**config.mk**
```make
export PLATFORM = sky130hd
export DESIGN_NAME = uart_program_loader
export DESIGN_NICKNAME = d
export VERILOG_FILES = /design/src/rtl/uart_program_loader_pkg.sv /design/src/rtl/uart_program_loader_rx.sv /design/src/rtl/uart_program_loader.sv
export SDC_FILE = /design/constraint.sdc
export NUM_CORES = 1
export LEC_CHECK = 0
export ABC_AREA = 0
export BUFFER_PORTS_ARGS = -buffer_cell sky130_fd_sc_hd__buf_2
export CORE_MARGIN = 8
export CORE_UTILIZATION = 56
export CTS_BUF_LIST = sky130_fd_sc_hd__clkbuf_2
export CTS_CLUSTER_SIZE = 30
export DETAILED_ROUTE_END_ITERATION = 10
export PLACE_DENSITY = 0.79
export REMOVE_ABC_BUFFERS = 1
export SLEW_MARGIN = 30
export SYNTH_ARGS = -nofsm -noshare
export SYNTH_HDL_FRONTEND = slang
export SYNTH_SLANG_ARGS = --single-unit
```
**constraint.sdc**
```tcl
create_clock -name clk -period 2.6 [get_ports clk]
set_clock_uncertainty 0.15 [all_clocks]
set_input_delay 0.52 -clock clk [delete_from_list [all_inputs] [get_ports clk]]
set_output_delay 0.52 -clock clk [all_outputs]
set_load 0.02 [all_outputs]
```
**src/rtl/uart_program_loader_pkg.sv**
```systemverilog
// Shared types and constants for the UART program loader and its receiver.
package uart_program_loader_pkg;

  localparam int UART_DATA_BITS   = 8;
  localparam int LOADER_LEN_BYTES = 4;

  typedef enum logic [1:0] {
    RX_IDLE,
    RX_START,
    RX_DATA,
    RX_STOP
  } rx_state_t;

  typedef enum logic [1:0] {
    LD_LEN,
    LD_DATA,
    LD_DONE
  } loader_state_t;

endpackage

```
**src/rtl/uart_program_loader_rx.sv**
```systemverilog
// 8N1 UART receiver: 2-flop synchronizer, mid-bit sampling FSM, one-cycle byte strobe.
module uart_rx
  import uart_program_loader_pkg::*;
#(
  parameter int CLKS_PER_BIT = 868
) (
  input  logic                      clk,
  input  logic                      reset_n,
  input  logic                      io_rx,
  output logic                      byte_valid,
  output logic [UART_DATA_BITS-1:0] byte_data,
  output logic                      stop_error
);

  localparam int CNT_W = $clog2(CLKS_PER_BIT + 1);
  localparam int BIT_W = $clog2(UART_DATA_BITS);
  localparam logic [CNT_W-1:0] FULL_LAST = CNT_W'(CLKS_PER_BIT - 1);
  localparam logic [CNT_W-1:0] HALF_LAST = CNT_W'(CLKS_PER_BIT / 2 - 1);
  localparam logic [BIT_W-1:0] BIT_LAST  = BIT_W'(UART_DATA_BITS - 1);

  logic                      rx_meta;
  logic                      rx_sync;
  rx_state_t                 state, state_next;
  logic [CNT_W-1:0]          clk_cnt, clk_cnt_next;
  logic [BIT_W-1:0]          bit_cnt, bit_cnt_next;
  logic [UART_DATA_BITS-1:0] shift_q, shift_next;
  logic                      byte_valid_next;
  logic                      stop_error_next;
  logic                      wait_high, wait_high_next;

  always_ff @(posedge clk or negedge reset_n) begin
    if (!reset_n) begin
      rx_meta    <= 1'b1;
      rx_sync    <= 1'b1;
      state      <= RX_IDLE;
      clk_cnt    <= '0;
      bit_cnt    <= '0;
      shift_q    <= '0;
      byte_valid <= 1'b0;
      stop_error <= 1'b0;
      wait_high  <= 1'b0;
    end else begin
      rx_meta    <= io_rx;
      rx_sync    <= rx_meta;
      state      <= state_next;
      clk_cnt    <= clk_cnt_next;
      bit_cnt    <= bit_cnt_next;
      shift_q    <= shift_next;
      byte_valid <= byte_valid_next;
      stop_error <= stop_error_next;
      wait_high  <= wait_high_next;
    end
  end

  // After a bad stop bit the line may still be low; wait_high blocks a false start.
  always_comb begin
    state_next      = state;
    clk_cnt_next    = clk_cnt;
    bit_cnt_next    = bit_cnt;
    shift_next      = shift_q;
    byte_valid_next = 1'b0;
    stop_error_next = 1'b0;
    wait_high_next  = wait_high;
    case (state)
      RX_IDLE: begin
        if (rx_sync) begin
          wait_high_next = 1'b0;
        end else if (!wait_high) begin
          state_next   = RX_START;
          clk_cnt_next = '0;
        end
      end
      RX_START: begin
        if (clk_cnt == HALF_LAST) begin
          clk_cnt_next = '0;
          bit_cnt_next = '0;
          state_next   = rx_sync ? RX_IDLE : RX_DATA;
        end else begin
          clk_cnt_next = clk_cnt + 1'b1;
        end
      end
      RX_DATA: begin
        if (clk_cnt == FULL_LAST) begin
          clk_cnt_next = '0;
          shift_next   = {rx_sync, shift_q[UART_DATA_BITS-1:1]};
          if (bit_cnt == BIT_LAST) begin
            state_next = RX_STOP;
          end else begin
            bit_cnt_next = bit_cnt + 1'b1;
          end
        end else begin
          clk_cnt_next = clk_cnt + 1'b1;
        end
      end
      RX_STOP: begin
        if (clk_cnt == FULL_LAST) begin
          clk_cnt_next = '0;
          state_next   = RX_IDLE;
          if (rx_sync) begin
            byte_valid_next = 1'b1;
          end else begin
            stop_error_next = 1'b1;
            wait_high_next  = 1'b1;
          end
        end else begin
          clk_cnt_next = clk_cnt + 1'b1;
        end
      end
      default: state_next = RX_IDLE;
    endcase
  end

  assign byte_data = shift_q;

endmodule

```
**src/rtl/uart_program_loader.sv**
```systemverilog
// Boot loader: receives a length-prefixed program image over UART and writes it
// word by word into program memory, holding the core in reset until complete.
module uart_program_loader
  import uart_program_loader_pkg::*;
#(
  parameter int          CLKS_PER_BIT = 868,
  parameter int          MAX_WORDS    = 1024,
  parameter logic [31:0] BASE_ADDR    = 32'h0
) (
  input  logic        clk,
  input  logic        reset_n,
  input  logic        io_rx,
  output logic        mem_write_enable,
  output logic [31:0] mem_byte_address,
  output logic [31:0] mem_write_data,
  output logic        cpu_hold,
  output logic        load_done,
  output logic        frame_error
);

  localparam int IDX_W = $clog2(MAX_WORDS + 1);
  localparam int BC_W  = $clog2(LOADER_LEN_BYTES);
  localparam logic [BC_W-1:0] BYTE_LAST = BC_W'(LOADER_LEN_BYTES - 1);

  logic                      byte_valid;
  logic [UART_DATA_BITS-1:0] byte_data;
  logic                      stop_error;

  loader_state_t    ld_state, ld_state_next;
  logic [BC_W-1:0]  byte_cnt, byte_cnt_next;
  logic [31:0]      word_count, word_count_next;
  logic [IDX_W-1:0] word_index, word_index_next;
  logic [31:0]      assembly, assembly_next;
  logic             we_next;
  logic [31:0]      addr_next;
  logic [31:0]      data_next;
  logic             frame_error_next;
  logic [31:0]      len_full;
  logic [31:0]      word_full;

  uart_rx #(
    .CLKS_PER_BIT(CLKS_PER_BIT)
  ) u_rx (
    .clk       (clk),
    .reset_n   (reset_n),
    .io_rx     (io_rx),
    .byte_valid(byte_valid),
    .byte_data (byte_data),
    .stop_error(stop_error)
  );

  always_ff @(posedge clk or negedge reset_n) begin
    if (!reset_n) begin
      ld_state         <= LD_LEN;
      byte_cnt         <= '0;
      word_count       <= '0;
      word_index       <= '0;
      assembly         <= '0;
      mem_write_enable <= 1'b0;
      mem_byte_address <= BASE_ADDR;
      mem_write_data   <= '0;
      frame_error      <= 1'b0;
    end else begin
      ld_state         <= ld_state_next;
      byte_cnt         <= byte_cnt_next;
      word_count       <= word_count_next;
      word_index       <= word_index_next;
      assembly         <= assembly_next;
      mem_write_enable <= we_next;
      mem_byte_address <= addr_next;
      mem_write_data   <= data_next;
      frame_error      <= frame_error_next;
    end
  end

  // Little-endian placement of the incoming byte into the length or data word.
  always_comb begin
    len_full  = word_count;
    word_full = assembly;
    len_full[{byte_cnt, 3'b000} +: 8]  = byte_data;
    word_full[{byte_cnt, 3'b000} +: 8] = byte_data;
  end

  always_comb begin
    ld_state_next    = ld_state;
    byte_cnt_next    = byte_cnt;
    word_count_next  = word_count;
    word_index_next  = word_index;
    assembly_next    = assembly;
    we_next          = 1'b0;
    addr_next        = mem_byte_address;
    data_next        = mem_write_data;
    frame_error_next = frame_error | stop_error;
    case (ld_state)
      LD_LEN: begin
        if (byte_valid) begin
          word_count_next = len_full;
          if (byte_cnt == BYTE_LAST) begin
            byte_cnt_next = '0;
            if (len_full == 32'd0) begin
              ld_state_next = LD_DONE;
            end else if (len_full > 32'(MAX_WORDS)) begin
              frame_error_next = 1'b1;
            end else begin
              ld_state_next   = LD_DATA;
              word_index_next = '0;
            end
          end else begin
            byte_cnt_next = byte_cnt + 1'b1;
          end
        end
      end
      LD_DATA: begin
        // Leave one cycle after the final strobe so the core is released after it.
        if (mem_write_enable && (32'(word_index) == word_count)) begin
          ld_state_next = LD_DONE;
        end else if (byte_valid) begin
          assembly_next = word_full;
          if (byte_cnt == BYTE_LAST) begin
            byte_cnt_next   = '0;
            we_next         = 1'b1;
            addr_next       = BASE_ADDR + 32'({word_index, 2'b00});
            data_next       = word_full;
            word_index_next = word_index + 1'b1;
          end else begin
            byte_cnt_next = byte_cnt + 1'b1;
          end
        end
      end
      LD_DONE: ;
      default: ld_state_next = LD_LEN;
    endcase
  end

  assign cpu_hold  = (ld_state != LD_DONE);
  assign load_done = (ld_state == LD_DONE);

endmodule
```
# ---- Yosys cells after proc, flatten, opt, wreduce, memory -nomap -nowiden
# Cells that the tools add are included.
# W data, S select, Z words.
dict set report word_totals {
  regBits 152
  inputBits 3
  out_inout_bits 68
  wordCells 133
}
dict set report classes {
  add_sub_neg 5
  n_lt_le_gt_ge 1
  n_eq_ne 29
  shifts 2
  mux 56
  n_bitwise 3
  reduce_logical 19
}
# op count
set ops {}
lappend ops {{$mux W11} 7}
lappend ops {{$bwmux W32} 2}
lappend ops {{$mux W10} 4}
lappend ops {{$eq A11 B32 Y1} 1}
lappend ops {{$gt A32 B11 Y1 const B} 1}
lappend ops {{$logic_not A32 Y1} 1}
lappend ops {{$shift A8 B7 Y32 const A} 1}
lappend ops {{$shiftx A8 B7 Y32} 1}
lappend ops {{$mux W2} 15}
lappend ops {{$pmux W10 S3} 1}
lappend ops {{$ne A2 B2 Y1 const B} 11}
lappend ops {{$pmux W11 S2} 1}
lappend ops {{$mux W1} 18}
lappend ops {{$ne A2 B1 Y1 const B} 7}
lappend ops {{$reduce_and A4 Y1} 3}
lappend ops {{$add A11 B1 Y11 const B} 1}
lappend ops {{$add A10 B1 Y10 const B} 1}
lappend ops {{$eq A10 B10 Y1 const B} 1}
lappend ops {{$eq A10 B9 Y1 const B} 1}
lappend ops {{$mux W3} 3}
lappend ops {{$eq A2 B2 Y1 const B} 4}
lappend ops {{$pmux W2 S4} 1}
lappend ops {{$reduce_and A2 Y1} 4}
lappend ops {{$reduce_and A8 Y1} 1}
lappend ops {{other kinds (19)} 24}

# ---- Longest topological paths before layout
# Gate-level depths: netlist of the first run.
dict set report logic_depth {
  ltp_word 9
  mapped_depth 11
  mapped_depth_nobuf 8
}

# ---- By module
# A second synthesis of the first run with hierarchy kept.
dict set report hier_totals {
  cells_unflattened 707
  hier_area_um2 7390.8
}
# module instances cells_each area_each_um2 seq_area_each_um2
set modules_own_cells {}
lappend modules_own_cells {uart_program_loader 1 582 6024.5 3103.0}
lappend modules_own_cells {uart_rx 1 125 1366.3 703.2}

# ---- Least setup slack after synthesis of the first run
# Ideal clock, no wire load.
dict set report synth_path {
  kind {reg-to-reg}
  from {register byte_cnt[0]}
  to {register ld_state[1]}
  setup_ps 77
  arrival_time_ps 2525
  required_ps 2373
  slack_ps -153
  stages_incl_launch_ff 10
  n_path_buf 1
  period_less_slack_ps 2753
  cell_sequence {dfrtp_1 > buf_6 > inv_1 > ha_1 > nor3b_1 > o211a_1 > a2111oi_2 > nand4_4 > or4_1 > a21oi_1}
}
dict set report synth_between {
  elab_chain_cells 8
  word_cells_on_any_way 14
  classes_between {add/sub: 1; order compare: 1; eq/ne: 3; shift: 2; mux: 5; reduce/logical: 2}
}
# item line
set synth_rtl {}
lappend synth_rtl {{start: declaration} uart_program_loader.sv:30} ;# logic [BC_W-1:0] byte_cnt, byte_cnt_next;
lappend synth_rtl {{start signal: assignment} uart_program_loader.sv:65} ;# byte_cnt <= byte_cnt_next;
lappend synth_rtl {{parallel branches: the longest is 8 deep, another holds $gt A32 B11 Y1} --}
lappend synth_rtl {{end signal: assignment} uart_program_loader.sv:64} ;# ld_state <= ld_state_next;
lappend synth_rtl {{end: declaration} uart_program_loader.sv:29} ;# loader_state_t ld_state, ld_state_next;
# Several ways; the timed one is not identified. The select of a mux whose other input is x is not followed.
# A chain may end at the register's enable or synchronous reset.

# ---- Worst setup path in the final report of the first run
dict set report layout_path {
  from {register word_index[6]}
  to {register assembly[11]}
}
dict set report layout_between {
  elab_chain_cells 4
}
# item line
set layout_rtl {}
lappend layout_rtl {{start: declaration} uart_program_loader.sv:32} ;# logic [IDX_W-1:0] word_index, word_index_next;
lappend layout_rtl {{start signal: assignment} uart_program_loader.sv:67} ;# word_index <= word_index_next;
lappend layout_rtl {{$eq A11 B32 Y1} uart_program_loader.sv:115} ;# if (mem_write_enable && (32'(word_index) == word_count)) begin
lappend layout_rtl {{$logic_and A1 B1 Y1} uart_program_loader.sv:115}
lappend layout_rtl {{$not A1 Y1 (no line)} --}
lappend layout_rtl {{$reduce_and A3 Y1 (no line)} --}
lappend layout_rtl {{end signal: assignment} uart_program_loader.sv:68} ;# assembly <= assembly_next;
lappend layout_rtl {{end: declaration} uart_program_loader.sv:33} ;# logic [31:0] assembly, assembly_next;
# Every way passes these cells.

==> results, run 1 <==
- Setup repair after global routing could not meet its margin everywhere.
- Once routing completed, OpenROAD measured the worst setup slack at 53.7 ps.
- The peak ir drop on the vdd network is 284 uV.
- Static timing analysis puts the maximum clock frequency at 393 MHz.
- Data on the critical path is required at its endpoint by 3110 ps.
- The number of max-cap violations is 0.
- The ratio of final minimum period to clock period is 0.979.
- Summed over all cells, the static leakage comes to 4.04 nW.
- During I/O placement, the number of pins put on the boundary was 71.
- Across every metal layer, demand over resource in global routing totals 0.196.
- The final-report max-slew violation count is 0.
- In the final layout, the share of cells above drive strength 1 is 0.334.
- Sorting the synthesized cells by area gives the leading types as sky130_fd_sc_hd__dfrtp_1 (49%), sky130_fd_sc_hd__mux2_2 (4.8%), sky130_fd_sc_hd__o21ai_2 (3.7%), sky130_fd_sc_hd__o21ai_0 (3.1%), sky130_fd_sc_hd__nand2_2 (2.6%).
- Summed over all layers, the routed wires come to 16800 um.
- Compared with the post-synthesis result, the final layout area differs by 11.6%.
- STA puts the critical path data arrival time at 3050 ps.
- The total non-filler cell area in the finished layout is 0.00857 mm2.
- The worst relative slew slack is 0.571.
- The number of antenna cells inserted is 0.
- The mean cell area of the mapped netlist is 11.1 um2.
- Using the TritonRoute via totals, the vias-per-cell ratio works out to ~5.8.
- The tree built by TritonCTS fans out to 152 sinks.
- The wire length of the first global-routing pass is 28100 um.
- For the pin with the worst max-slew slack, the measured transition is 643 ps.
- Counting flops and latches in the post-synthesis netlist gives 152.
- At the end of routability-driven placement, the weighted congestion stood at 0.919.
- The number of iterations in the first detailed-routing pass is 5.
- The share of synthesized area in the top cell type comes to 0.489.
- The number of standard cells after synthesis is 694.
- Of the synthesized area, sequential elements account for 0.496.
- The remaining design rule violation count is 0.
- The initial core utilization is 0.577.
- The final route contains 5528 vias.
- Power spread over the standard cell area amounts to approximately 430 mW/mm2.
- The area enclosed by the die boundary is ~0.018 mm2.
- The largest area contributor in the netlist is sky130_fd_sc_hd__dfrtp_1.
- The Yosys step of the flow raised 0 warnings.
- The DRC marker count from the first detailed-route iteration is 366.
- The number of global-route vias before repair is 5619.
- From left edge to right edge, the die measures approximately 130 um.
- For this run, asynchronously set or reset flops after synthesis account for 1.00.
- The clock transition time at the flip-flop clock pins of the worst setup and hold paths is 220 ps.
- The slowest stage of the critical path is the sky130_fd_sc_hd__or4_4 cell.
- During placement, the flow inserted port buffers numbering 49.
- The vertical die dimension is 133 um.
- The min-delay analysis places its worst path in the category in2async.
- Setup violations remaining at the end of the flow were counted as 0.
- The floorplan has 42 rows.
- The run finished with clean final reports.
- The post-synthesis cell type count is 72.
- The initial antenna violation count is 0.
- The family of cells with the greatest summed delay on the critical path is simple AND/OR/NAND/NOR gates.
- The count of nets left with antenna violations after detail routing is 0.
- The highest fanout seen on the critical path is 13.
- TritonCTS built the clock tree.
- For this run, the post-layout net count is 785.
- The commonest non-fill, non-tap cell in the layout is sky130_fd_sc_hd__dfrtp_1.
- The startpoint type of the worst setup path is a flip-flop.
- The overflow left after global routing is 0.
- Subtracting the final worst setup slack from the clock period gives 2550 ps.
- The HPWL after detailed placement is 12000 um.
- Counting along the longest clock path gives a buffer depth of 2.
- TritonCTS created 17 clock buffers.
- The final hold violation count is 0.
- The placeable core area is around 0.013 mm2.
- The largest single stage delay on the critical path is around 590 ps.
- The library cells used most frequently in the layout, excluding fill and tap cells, are sky130_fd_sc_hd__dfrtp_1 (149), sky130_fd_sc_hd__nand2_1 (53), sky130_fd_sc_hd__buf_2 (49).
- The pin count of the biggest net entering global routing is 54.
- The count of H-tree levels built during CTS is 4.
- The placed instances occupy a cell area of 0.00817 mm2.
- After filler insertion, the fill cell instance count of the layout stands at 1044.
- For this run, the leading register cell type out of synthesis is sky130_fd_sc_hd__dfrtp_1.
- At the placement stage, the worst setup path has a slack of -90.4 ps.
- The worst setup path is captured at a flip-flop.
- Walking the worst path, the cells encountered are xnor2_1 > nand3_1 > or4_4 > o211ai_2 > buf_4 > or2_2 > o2bb2ai_1.
- Together, buffers and inverters on the worst path number 1.
- The cell area after technology mapping is 0.00768 mm2.
- The type of the setup path with the least slack is reg2reg.
- The CTS root buffer is sky130_fd_sc_hd__clkbuf_2.
- The number of enable-type register cells in the synthesized netlist is 0.
- In the final routed layout, each cell accounts on average for between 15 and 20 um.
- The insertion delay of the later-clocked pin in the worst-skew pair is 740 ps.
- The sum of negative setup slack is 0 ps.
power breakdown:
part           switching (mW)  total, mW  internal, mW  leakage, nW
Clock                   0.818       1.25         0.431        0.133
Sequential            0.00118       2.37          2.37         2.10
Combinational          0.0743     0.0846        0.0103         1.81
Total                   0.894       3.71          2.81         4.04
flip-flops by register name, indices dropped and copies added (netlist names), 2 cells and up, named ones only:
name,cells
u_rx.clk_cnt,10
u_rx.bit_cnt,3
u_rx.byte_data,8
assembly,32
word_index,11
word_count,32
mem_write_data,32
mem_byte_address,11
ld_state,2
byte_cnt,2
worst register-to-register path: stages (launching register included):
cell	delay, ps
sky130_fd_sc_hd__dfrtp_2	490
sky130_fd_sc_hd__xnor2_1	220
sky130_fd_sc_hd__nand3_1	100
sky130_fd_sc_hd__or4_4	590
sky130_fd_sc_hd__o211ai_2	250
sky130_fd_sc_hd__buf_4	240
sky130_fd_sc_hd__or2_2	260
sky130_fd_sc_hd__o2bb2ai_1	160
Yosys cell counts (all sizes together), types with 6 or more instances:
master     n
dfrtp    150
o21ai     91
nand2     85
mux2      48
buf       46
nor2      24
a22oi     20
o2bb2ai   19
clkbuf    18
and2      16
inv       16
mux2i     14
a21oi     13
nand3     12
ha        11
xnor2     11
o31ai      9
or4        9
and3       7
nor3       6
nor4       6
routing by layer:
metal  track usage  vias up  wire length, um
li1              -     2606                -
met1         0.248     2740             7370
met2         0.317      148             8240
met3        0.0484       34              855
met4        0.0719        0              363
met5             0        -                0
metrics by stage:
step	hold WS, ps	utilization	std cells	total power, mW
6_report	116	0.644	960	3.71
2_1_floorplan	74.4	-	650	2.44
5_1_grt	120	0.644	960	3.83
3_3_place_gp	199	0.615	920	2.49
3_5_place_dp	202	0.615	920	2.50
4_1_cts	89.3	0.636	955	3.74
kinds of logic after synthesis:
logic type | synth area share
other cells | 0.000489
fa+ha+maj | 0.0179
simple gates | 0.144
flops | 0.496
mux | 0.0887
compound gates | 0.168
xor+xnor | 0.0171
buf+inv | 0.0676
final timing paths:
path,start,end,slack (ps),cells past startpoint
max reg2reg,word_index[6],assembly[11],50,7
min,reset_n,word_count[4],120,2
min reg2reg,u_rx.rx_meta,u_rx.rx_sync,230,0
max in group asynchronous,reset_n,u_rx.rx_meta,1460,3
max,word_index[6],assembly[11],50,7
min in group clk,u_rx.rx_meta,u_rx.rx_sync,230,0
timing repair:
item                                   in CTS  in global routing
setup endpoints to repair                  39                 24
pin swaps                                   3                 10
gates cloned                                0                  1
hold buffers                                2                  0
resized for setup                           7                 19
buffers inserted                            1                  4
endpoints found under the hold margin     151                  0
area by class of cell:
class,count,area (um2),share of cell area
clock buffers,20,100,0.0117
clock inverters,12,109,0.0127
inverters,17,63.8,0.00745
multi-input cells,481,3540,0.413
flip-flops and latches,152,3810,0.444
well taps,176,220,0.0257
repair buffers,102,726,0.0847
(Power assumes the default switching activity.)
==> inputs of run 2 (changes only) <==
==> constraint.sdc (replaced) <==
create_clock -name clk -period 2.15 [get_ports clk]
set_clock_uncertainty 0.15 [all_clocks]
set_input_delay 0.43 -clock clk [delete_from_list [all_inputs] [get_ports clk]]
set_output_delay 0.43 -clock clk [all_outputs]
set_load 0.02 [all_outputs]
==> run 2 against run 1 <==
The run now ends with negative setup slack left; via count rose by 8.3%; core utilization rose by 9.3 points; global-route usage rose by 2.7 points; hold slack got worse by 60 ps; flip-flop and latch count did not move; die area did not move; non-clock buffer count rose by 80; register-to-register slack got worse by 460 ps; highest routed layer unchanged; worst setup slack got worse by 460 ps; cell area rose by 14%; routed wire length rose by 17%; sequential share of layout area fell by 5.6 points.
==> results, run 2 (synthesized netlist as in run 1, its figures left out) <==
- The worst relative slew slack is 0.639 (was 0.571).
- Largest registers: assembly: 32 flops, mem_write_data: 32 flops, word_count: 32 flops (unchanged).
- The number of max-cap violations came to 0 (unchanged).
- The vertical die dimension is 133 um (unchanged).
- The total I/O pin count was 71 (unchanged).
- The number of antenna cells inserted came to 0 (unchanged).
- The ratio of final minimum period to clock period was 1.19 (was 0.979).
- The met1 capacity usage during global routing is 0.275 (was 0.248).
- The final hold violation count is 0 (unchanged).
- The count of nets left with antenna violations after detail routing is 0 (unchanged).
- The global routing met2 resource utilization came to 0.373 (was 0.317).
- The destination of the worst register-to-register timing path is word_index[3] (was assembly[11]).
- The clock transition time at the flip-flop clock pins of the worst setup and hold paths came to 210 ps (was 220 ps).
- The portion of total power attributed to sequential cells is 0.636 (was 0.640).
- The switching power summed over all nets is 1.10 mW (was 0.894 mW).
- The number of iterations in the first detailed-routing pass came to 4 (was 5).
- The number of filler instances in the final layout is 912 (was 1044).
- The share of cells above drive strength 1 was 0.437 (was 0.334).
- The critical path endpoint category is a flip-flop (unchanged).
- The setup violation total in the final timing report is 94 (was 0).
- The insertion delay of the later-clocked pin in the worst-skew pair is 760 ps (was 740 ps).
- The power density of the placed cells was 460 mW/mm2 (was 432 mW/mm2).
- The highest fanout seen on the critical path is 7 (was 13).
- The number of nets in the layout is 865 (was 785).
- The required time reported for the critical path endpoint is 2650 ps (was 3110 ps).
- The internal power of the cells is 3.42 mW (was 2.81 mW).
- The buffer depth of the longest clock path was 2 (unchanged).
- The average via count per standard cell is 5.76 (about the same).
- The clock tree from TritonCTS is done (unchanged).
- The minimum setup slack among reg-to-reg paths is -410 ps (was 50 ps).
- Most used cells in the layout excluding fill and tap cells: sky130_fd_sc_hd__dfrtp_1 (148), sky130_fd_sc_hd__buf_4 (95), sky130_fd_sc_hd__nand2_1 (53) (was sky130_fd_sc_hd__dfrtp_1 (149), sky130_fd_sc_hd__nand2_1 (53), sky130_fd_sc_hd__buf_2 (49)).
- The final-report max-slew violation count is 0 (unchanged).
- Run status: complete, but fails checks (was complete, no violations).
- The routability congestion estimate was 0.890 (was 0.919).
- The final wirelength came to 19700 um (was 16800 um).
- The worst setup margin is -406 ps (was 53.7 ps).
- The data arrival at the endpoint of the critical path is 3050 ps (about the same).
- The setup slack at placement is -446 ps (was -90.4 ps).
- The portion of total power attributed to the clock network came to 0.339 (was 0.337).
- The checks that failed: negative setup slack.
- The static leakage was 4.68 nW (was 4.04 nW).
- The DRC marker count from the first detailed-route iteration is 378 (was 366).
- The count of clock tree sinks is 152 (unchanged).
- The kind of path behind the tightest hold check is in2async (unchanged).
- The sum of internal, switching and leakage power was 4.51 mW (was 3.71 mW).
- The count of H-tree levels built during CTS is 4 (unchanged).
- Unrepaired setup endpoints after global routing: true (unchanged).
- The wire length of the first global-routing pass was 31900 um (was 28100 um).
- The minimum period implied by the final worst setup slack is 2560 ps (was 2550 ps).
- The number of global-route vias before repair is 6296 (was 5619).
- The actual slew at the worst max-slew pin is 540 ps (was 643 ps).
- The pin count of the biggest net entering global routing is 47 (was 54).
- The overall fraction of global-route tracks in use is 0.223 (was 0.196).
- The remaining design rule violation count came to 0 (unchanged).
- The horizontal extent of the die is 133 um (unchanged).
- The met3 global-route usage is 0.0492 (was 0.0484).
- The part of the total power dissipated in combinational logic is 0.025 (was 0.023).
- The most heavily used metal layer in global routing is met2 (unchanged).
- The number of clock buffers inserted by TritonCTS is 17 (unchanged).
- The half-perimeter wire length of the detailed placement result is 13200 um (was 12000 um).
- The net switching share of the total power is 0.243 (was 0.241).
- The post-detailed-route wirelength per cell is 19.0 um (was 17.5 um).
- The path depth of the worst reg2reg path was 9 (was 7).
- The initial antenna violation count came to 0 (unchanged).
- The overflow left after global routing is 0 (unchanged).
- The CTS root buffer is sky130_fd_sc_hd__clkbuf_2 (unchanged).
- The initial core utilization is 0.577 (unchanged).
- The via count of the routed design was 5986 (was 5528).
- The critical register-to-register path startpoint is word_count[17] (was word_index[6]).
- The fmax is 391 MHz (was 393 MHz).
- The type of the setup path with the least slack is reg2reg (unchanged).
- The area enclosed by the die boundary is 0.0177 mm2 (unchanged).
- The site row count is 42 (unchanged).
- The peak ir drop on the vdd network came to 479 uV (was 284 uV).
- The count of input and output buffers was 49 (unchanged).
- The startpoint type of the worst setup path was a flip-flop (unchanged).
- The commonest non-fill, non-tap cell in the layout is sky130_fd_sc_hd__dfrtp_1 (unchanged).
- The area growth from synthesis to final layout came to 27.7% (was 11.6%).
- The smallest hold slack was 55.2 ps (was 116 ps).
- The placeable core area is 0.0133 mm2 (unchanged).
## run 2: worst max-delay path, stage by stage, from the launching register on
cell	delay (ps)
sky130_fd_sc_hd__dfrtp_1	440
sky130_fd_sc_hd__nor3_1	370
sky130_fd_sc_hd__nand4_1	150
sky130_fd_sc_hd__or3_4	450
sky130_fd_sc_hd__o2111ai_4	240
sky130_fd_sc_hd__buf_12	160
sky130_fd_sc_hd__clkbuf_16	180
sky130_fd_sc_hd__clkbuf_16	150
sky130_fd_sc_hd__or3_1	100
sky130_fd_sc_hd__o21ai_1	70
## run 2: how the worst max path moves through the flow
stage | startpoint | endpoint | slack (ps) | depth (start not counted)
floorplan | word_count[16] | word_index[3] | -1800 | 6
global placement | byte_cnt[0] | ld_state[1] | -390 | 9
detailed placement | byte_cnt[0] | ld_state[1] | -450 | 8
CTS | byte_cnt[1] | ld_state[0] | -360 | 9
global route | word_count[17] | word_index[3] | -480 | 9
finish | word_count[17] | word_index[3] | -410 | 9
## run 2: cell type report
class                      count  area, um2  area share
inverter                      17       63.8     0.00651
tap                          176        220      0.0225
clock inverter                10        105      0.0107
timing repair buffer         182       1640       0.167
sequential                   152       3810       0.389
multi-input combinational    481       3860       0.394
clock buffer                  21        105      0.0107
## run 2: what timing repair did
action	CTS	global route
gates resized for setup	55	68
endpoints found under the hold margin	151	0
hold buffers	3	0
setup endpoints to repair	97	104
buffers inserted	11	5
pin swaps	26	51
gates cloned	4	6
## run 2: metrics by stage
stage | setup TNS, ps | instance area [um2] | cells | util
2_1_floorplan | -112460 | 7300 | 650 | -
3_5_place_dp | -31310 | 8660 | 982 | 0.652
3_3_place_gp | -23480 | 8660 | 982 | 0.652
4_1_cts | -22490 | 9380 | 1031 | 0.706
5_1_grt | -34520 | 9800 | 1039 | 0.737
6_report | -27320 | 9800 | 1039 | 0.737
## run 2: power groups by stage
| stage | combinational, mW | clock, mW | sequential [mW] |
|---|---|---|---|
| after floorplan | 0.0323 | 0 | 2.92 |
| after global placement | 0.102 | 0 | 2.92 |
| after detailed placement | 0.104 | 0 | 2.92 |
| after CTS | 0.114 | 1.56 | 2.87 |
| after global routing | 0.128 | 1.70 | 2.87 |
| final | 0.111 | 1.53 | 2.87 |
## run 2: layer usage
layer	part of all wire	vias up
met3	0.051	45
li1	-	2763
met4	0.025	0
met1	0.42	2981
met2	0.50	197
met5	0	-
==> inputs of run 3 (changes only) <==
--- a/config.mk
+++ b/config.mk
@@ -8,11 +8,11 @@
 export ABC_AREA = 0
 export BUFFER_PORTS_ARGS = -buffer_cell sky130_fd_sc_hd__buf_2
 export CORE_MARGIN = 8
-export CORE_UTILIZATION = 56
+export CORE_UTILIZATION = 50
 export CTS_BUF_LIST = sky130_fd_sc_hd__clkbuf_2
 export CTS_CLUSTER_SIZE = 30
 export DETAILED_ROUTE_END_ITERATION = 10
-export PLACE_DENSITY = 0.79
+export PLACE_DENSITY_LB_ADDON = 0.12
 export REMOVE_ABC_BUFFERS = 1
 export SLEW_MARGIN = 30
 export SYNTH_ARGS = -nofsm -noshare
==> run 3 against run 2 <==
The run still ends with negative setup slack left; clock power is 11% higher; core utilization is 6.6 points lower; total power is 3.9% higher; flip-flop and latch count stayed put; critical path depth is 2 higher; largest cell class unchanged; largest power group unchanged.
==> results, run 3 (synthesized netlist as in run 1, its figures left out) <==
- The sum of negative setup slack is -26540 ps (was -27320 ps).
- The peak ir drop on the vdd network was 412 uV (was 479 uV).
- The half-perimeter wire length of the detailed placement result is 13000 um (was 13200 um).
- The area enclosed by the die boundary was 0.0196 mm2 (was 0.0177 mm2).
- The minimum period implied by the final worst setup slack is 2550 ps (was 2560 ps).
- Unrepaired setup endpoints after global routing: true (unchanged).
- The highest fanout seen on the critical path is 9 (was 7).
- The actual slew at the worst max-slew pin is 526 ps (was 540 ps).
- The initial core utilization is 0.509 (was 0.577).
- The number of clock buffers inserted by TritonCTS is 17 (unchanged).
- The via count of the routed design is 5934 (was 5986).
- The routed length on met2 came to 9540 um (was 9920 um).
- Crit path cell chain: inv_2 > ha_4 > buf_6 > nor4bb_4 > a21boi_4 > a2111oi_4 > nand4_4 > buf_6 > nor4_4 > buf_6 > o21ai_1 (was nor3_1 > nand4_1 > or3_4 > o2111ai_4 > buf_12 > clkbuf_16 > clkbuf_16 > or3_1 > o21ai_1).
- The initial antenna violation count was 1 (was 0).
- The share of cells above drive strength 1 was 0.473 (was 0.437).
- The routability congestion estimate is 0.793 (was 0.890).
- The switching power summed over all nets is 1.23 mW (was 1.10 mW).
- The area growth from synthesis to final layout is 32.0% (was 27.7%).
- The DRC marker count from the first detailed-route iteration was 308 (was 378).
- The maximum single-stage delay on the critical path is 440 ps (was 450 ps).
- The portion of total power attributed to sequential cells came to 0.612 (was 0.636).
- The site row count is 45 (was 42).
- The number of global-route vias before repair is 6155 (was 6296).
- The data arrival at the endpoint of the critical path is 3070 ps (was 3050 ps).
- Failing checks: negative setup slack (unchanged).
- The kind of path behind the tightest hold check is in2reg (was in2async).
- The remaining design rule violation count is 0 (unchanged).
- Largest registers: assembly: 32 flops, mem_write_data: 32 flops, word_count: 32 flops (unchanged).
- Run status: complete, but fails checks (unchanged).
- The required time reported for the critical path endpoint was 2680 ps (was 2650 ps).
- The pin count of the biggest net entering global routing is 38 (was 47).
- The worst setup margin was -396 ps (was -406 ps).
- The part of the total power dissipated in combinational logic is 0.026 (was 0.025).
- The critical path endpoint category is a flip-flop (unchanged).
- The clock tree from TritonCTS was done (unchanged).
- The final wirelength is 19400 um (was 19700 um).
- The horizontal extent of the die came to 140 um (was 133 um).
- Most used cells in the layout excluding fill and tap cells: sky130_fd_sc_hd__dfrtp_1 (149), sky130_fd_sc_hd__buf_4 (103), sky130_fd_sc_hd__nand2_1 (53) (was sky130_fd_sc_hd__dfrtp_1 (148), sky130_fd_sc_hd__buf_4 (95), sky130_fd_sc_hd__nand2_1 (53)).
- The total I/O pin count came to 71 (unchanged).
- The uppermost metal layer occupied by signal nets is met4 (unchanged).
- The count of clock tree sinks is 152 (unchanged).
- The overall fraction of global-route tracks in use is 0.203 (was 0.223).
- The final hold violation count is 0 (unchanged).
- The setup slack at placement was -479 ps (was -446 ps).
- The wire length of the first global-routing pass is 31800 um (was 31900 um).
- The vertical die dimension was 140 um (was 133 um).
- The final-report max-slew violation count is 0 (unchanged).
- The cell type with the highest occurrence count on the critical path is sky130_fd_sc_hd__buf_6 (was sky130_fd_sc_hd__clkbuf_16).
- The internal power of the cells is 3.45 mW (was 3.42 mW).
- The commonest non-fill, non-tap cell in the layout was sky130_fd_sc_hd__dfrtp_1 (unchanged).
- The count of input and output buffers is 49 (unchanged).
- The count of nets left with antenna violations after detail routing is 0 (unchanged).
- The detailed-routing wirelength on met1 came to 8730 um (was 8310 um).
- The ratio of final minimum period to clock period is 1.18 (was 1.19).
- The count of H-tree levels built during CTS is 4 (unchanged).
- The average via count per standard cell was 5.54 (was 5.76).
- The post-detailed-route wirelength per cell is 18.1 um (was 19.0 um).
- The number of iterations in the first detailed-routing pass was 5 (was 4).
- The number of nets in the layout is 883 (was 865).
- The overflow left after global routing is 0 (unchanged).
- The slowest cell on the critical path is sky130_fd_sc_hd__dfrtp_1 (was sky130_fd_sc_hd__or3_4).
- The placeable core area is 0.0151 mm2 (was 0.0133 mm2).
- The setup violation total in the final timing report was 94 (unchanged).
- The portion of total power attributed to the clock network is 0.362 (was 0.339).
- The buffer depth of the longest clock path is 2 (unchanged).
- The worst relative slew slack came to 0.648 (was 0.639).
- The number of max-cap violations came to 0 (unchanged).
- The insertion delay of the later-clocked pin in the worst-skew pair is 780 ps (was 760 ps).
- The static leakage came to 4.78 nW (was 4.68 nW).
- The power density of the placed cells is 463 mW/mm2 (was 460 mW/mm2).
- The startpoint type of the worst setup path is a flip-flop (unchanged).
- The clock transition time at the flip-flop clock pins of the worst setup and hold paths is 220 ps (was 210 ps).
- The fmax is 393 MHz (was 391 MHz).
- The net switching share of the total power is 0.263 (was 0.243).
- The type of the setup path with the least slack is reg2reg (unchanged).
- The routed wire length on met3 is 722 um (was 999 um).
- The CTS root buffer is sky130_fd_sc_hd__clkbuf_2 (unchanged).
[run 3: cell types whose count changed in the layout (fill, tap and decap cells not counted), sizes merged]
cell,delta
clkinv,-1
dlygate4sd3,+1
clkbuf,-7
diode,+1
buf,+20
inv,+6
[run 3: worst paths after layout]
kind                              start             end  slack, ps  cells after the start
setup / recovery            byte_cnt[1]   word_index[2]       -400                     11
hold / removal                    io_rx    u_rx.rx_meta        130                      2
setup reg to reg            byte_cnt[1]   word_index[2]       -400                     11
hold reg to reg            u_rx.rx_meta    u_rx.rx_sync        230                      0
max in group asynchronous       reset_n  word_count[16]        890                      5
min in group asynchronous       reset_n  word_count[31]        590                      4
[run 3: final cells by class]
type	count	area, um2
tap	188	235
clock inverter	15	165
timing repair buffer	200	1780
inverter	17	65.1
sequential	152	3810
multi-input combinational	481	3990
clock buffer	17	85.1
antenna	1	2.50
fill	1169	4960
[run 3: power groups by stage]
| stage | Sequential (mW) | Clock, mW | Combinational [mW] |
|---|---|---|---|
| finish | 2.87 | 1.70 | 0.122 |
| global route | 2.87 | 1.85 | 0.138 |
| CTS | 2.87 | 1.73 | 0.125 |
| detailed placement | 2.92 | 0 | 0.114 |
| global placement | 2.92 | 0 | 0.112 |
| floorplan | 2.92 | 0 | 0.0323 |
[run 3: stage by stage]
stage / instance area [um2] / hold slack [ps] / power (mW) / instances / util
after floorplan: 7300 / -15.6 / 2.95 / 650 / -
after global placement: 8750 / 199 / 3.03 / 1002 / 0.580
after detailed placement: 8750 / 201 / 3.03 / 1002 / 0.580
after CTS: 9860 / 65.9 / 4.73 / 1061 / 0.654
after global routing: 10100 / 53.1 / 4.86 / 1071 / 0.671
final: 10100 / 129 / 4.69 / 1071 / 0.671
[run 3: per-layer routing]
metal  global-route usage  vias up
met5                    0        -
met3               0.0452       26
met1                0.257     2984
li1                     -     2811
met2                0.338      113
met4               0.0703        0
[run 3: worst max-delay path: cells and delay by family, from the launching register on]
family	cells	cell delay, ps
simple gates	3	430
flops	1	440
fa+ha+maj	1	290
compound gates	3	610
buf+inv	4	520
[run 3: repair_timing]
action,CTS,global route
hold endpoints to repair,153,0
pin swaps,35,31
hold buffers,4,0
endpoints found under the setup margin,100,107
cloned,5,2
resized for setup,113,51
setup buffers,19,13
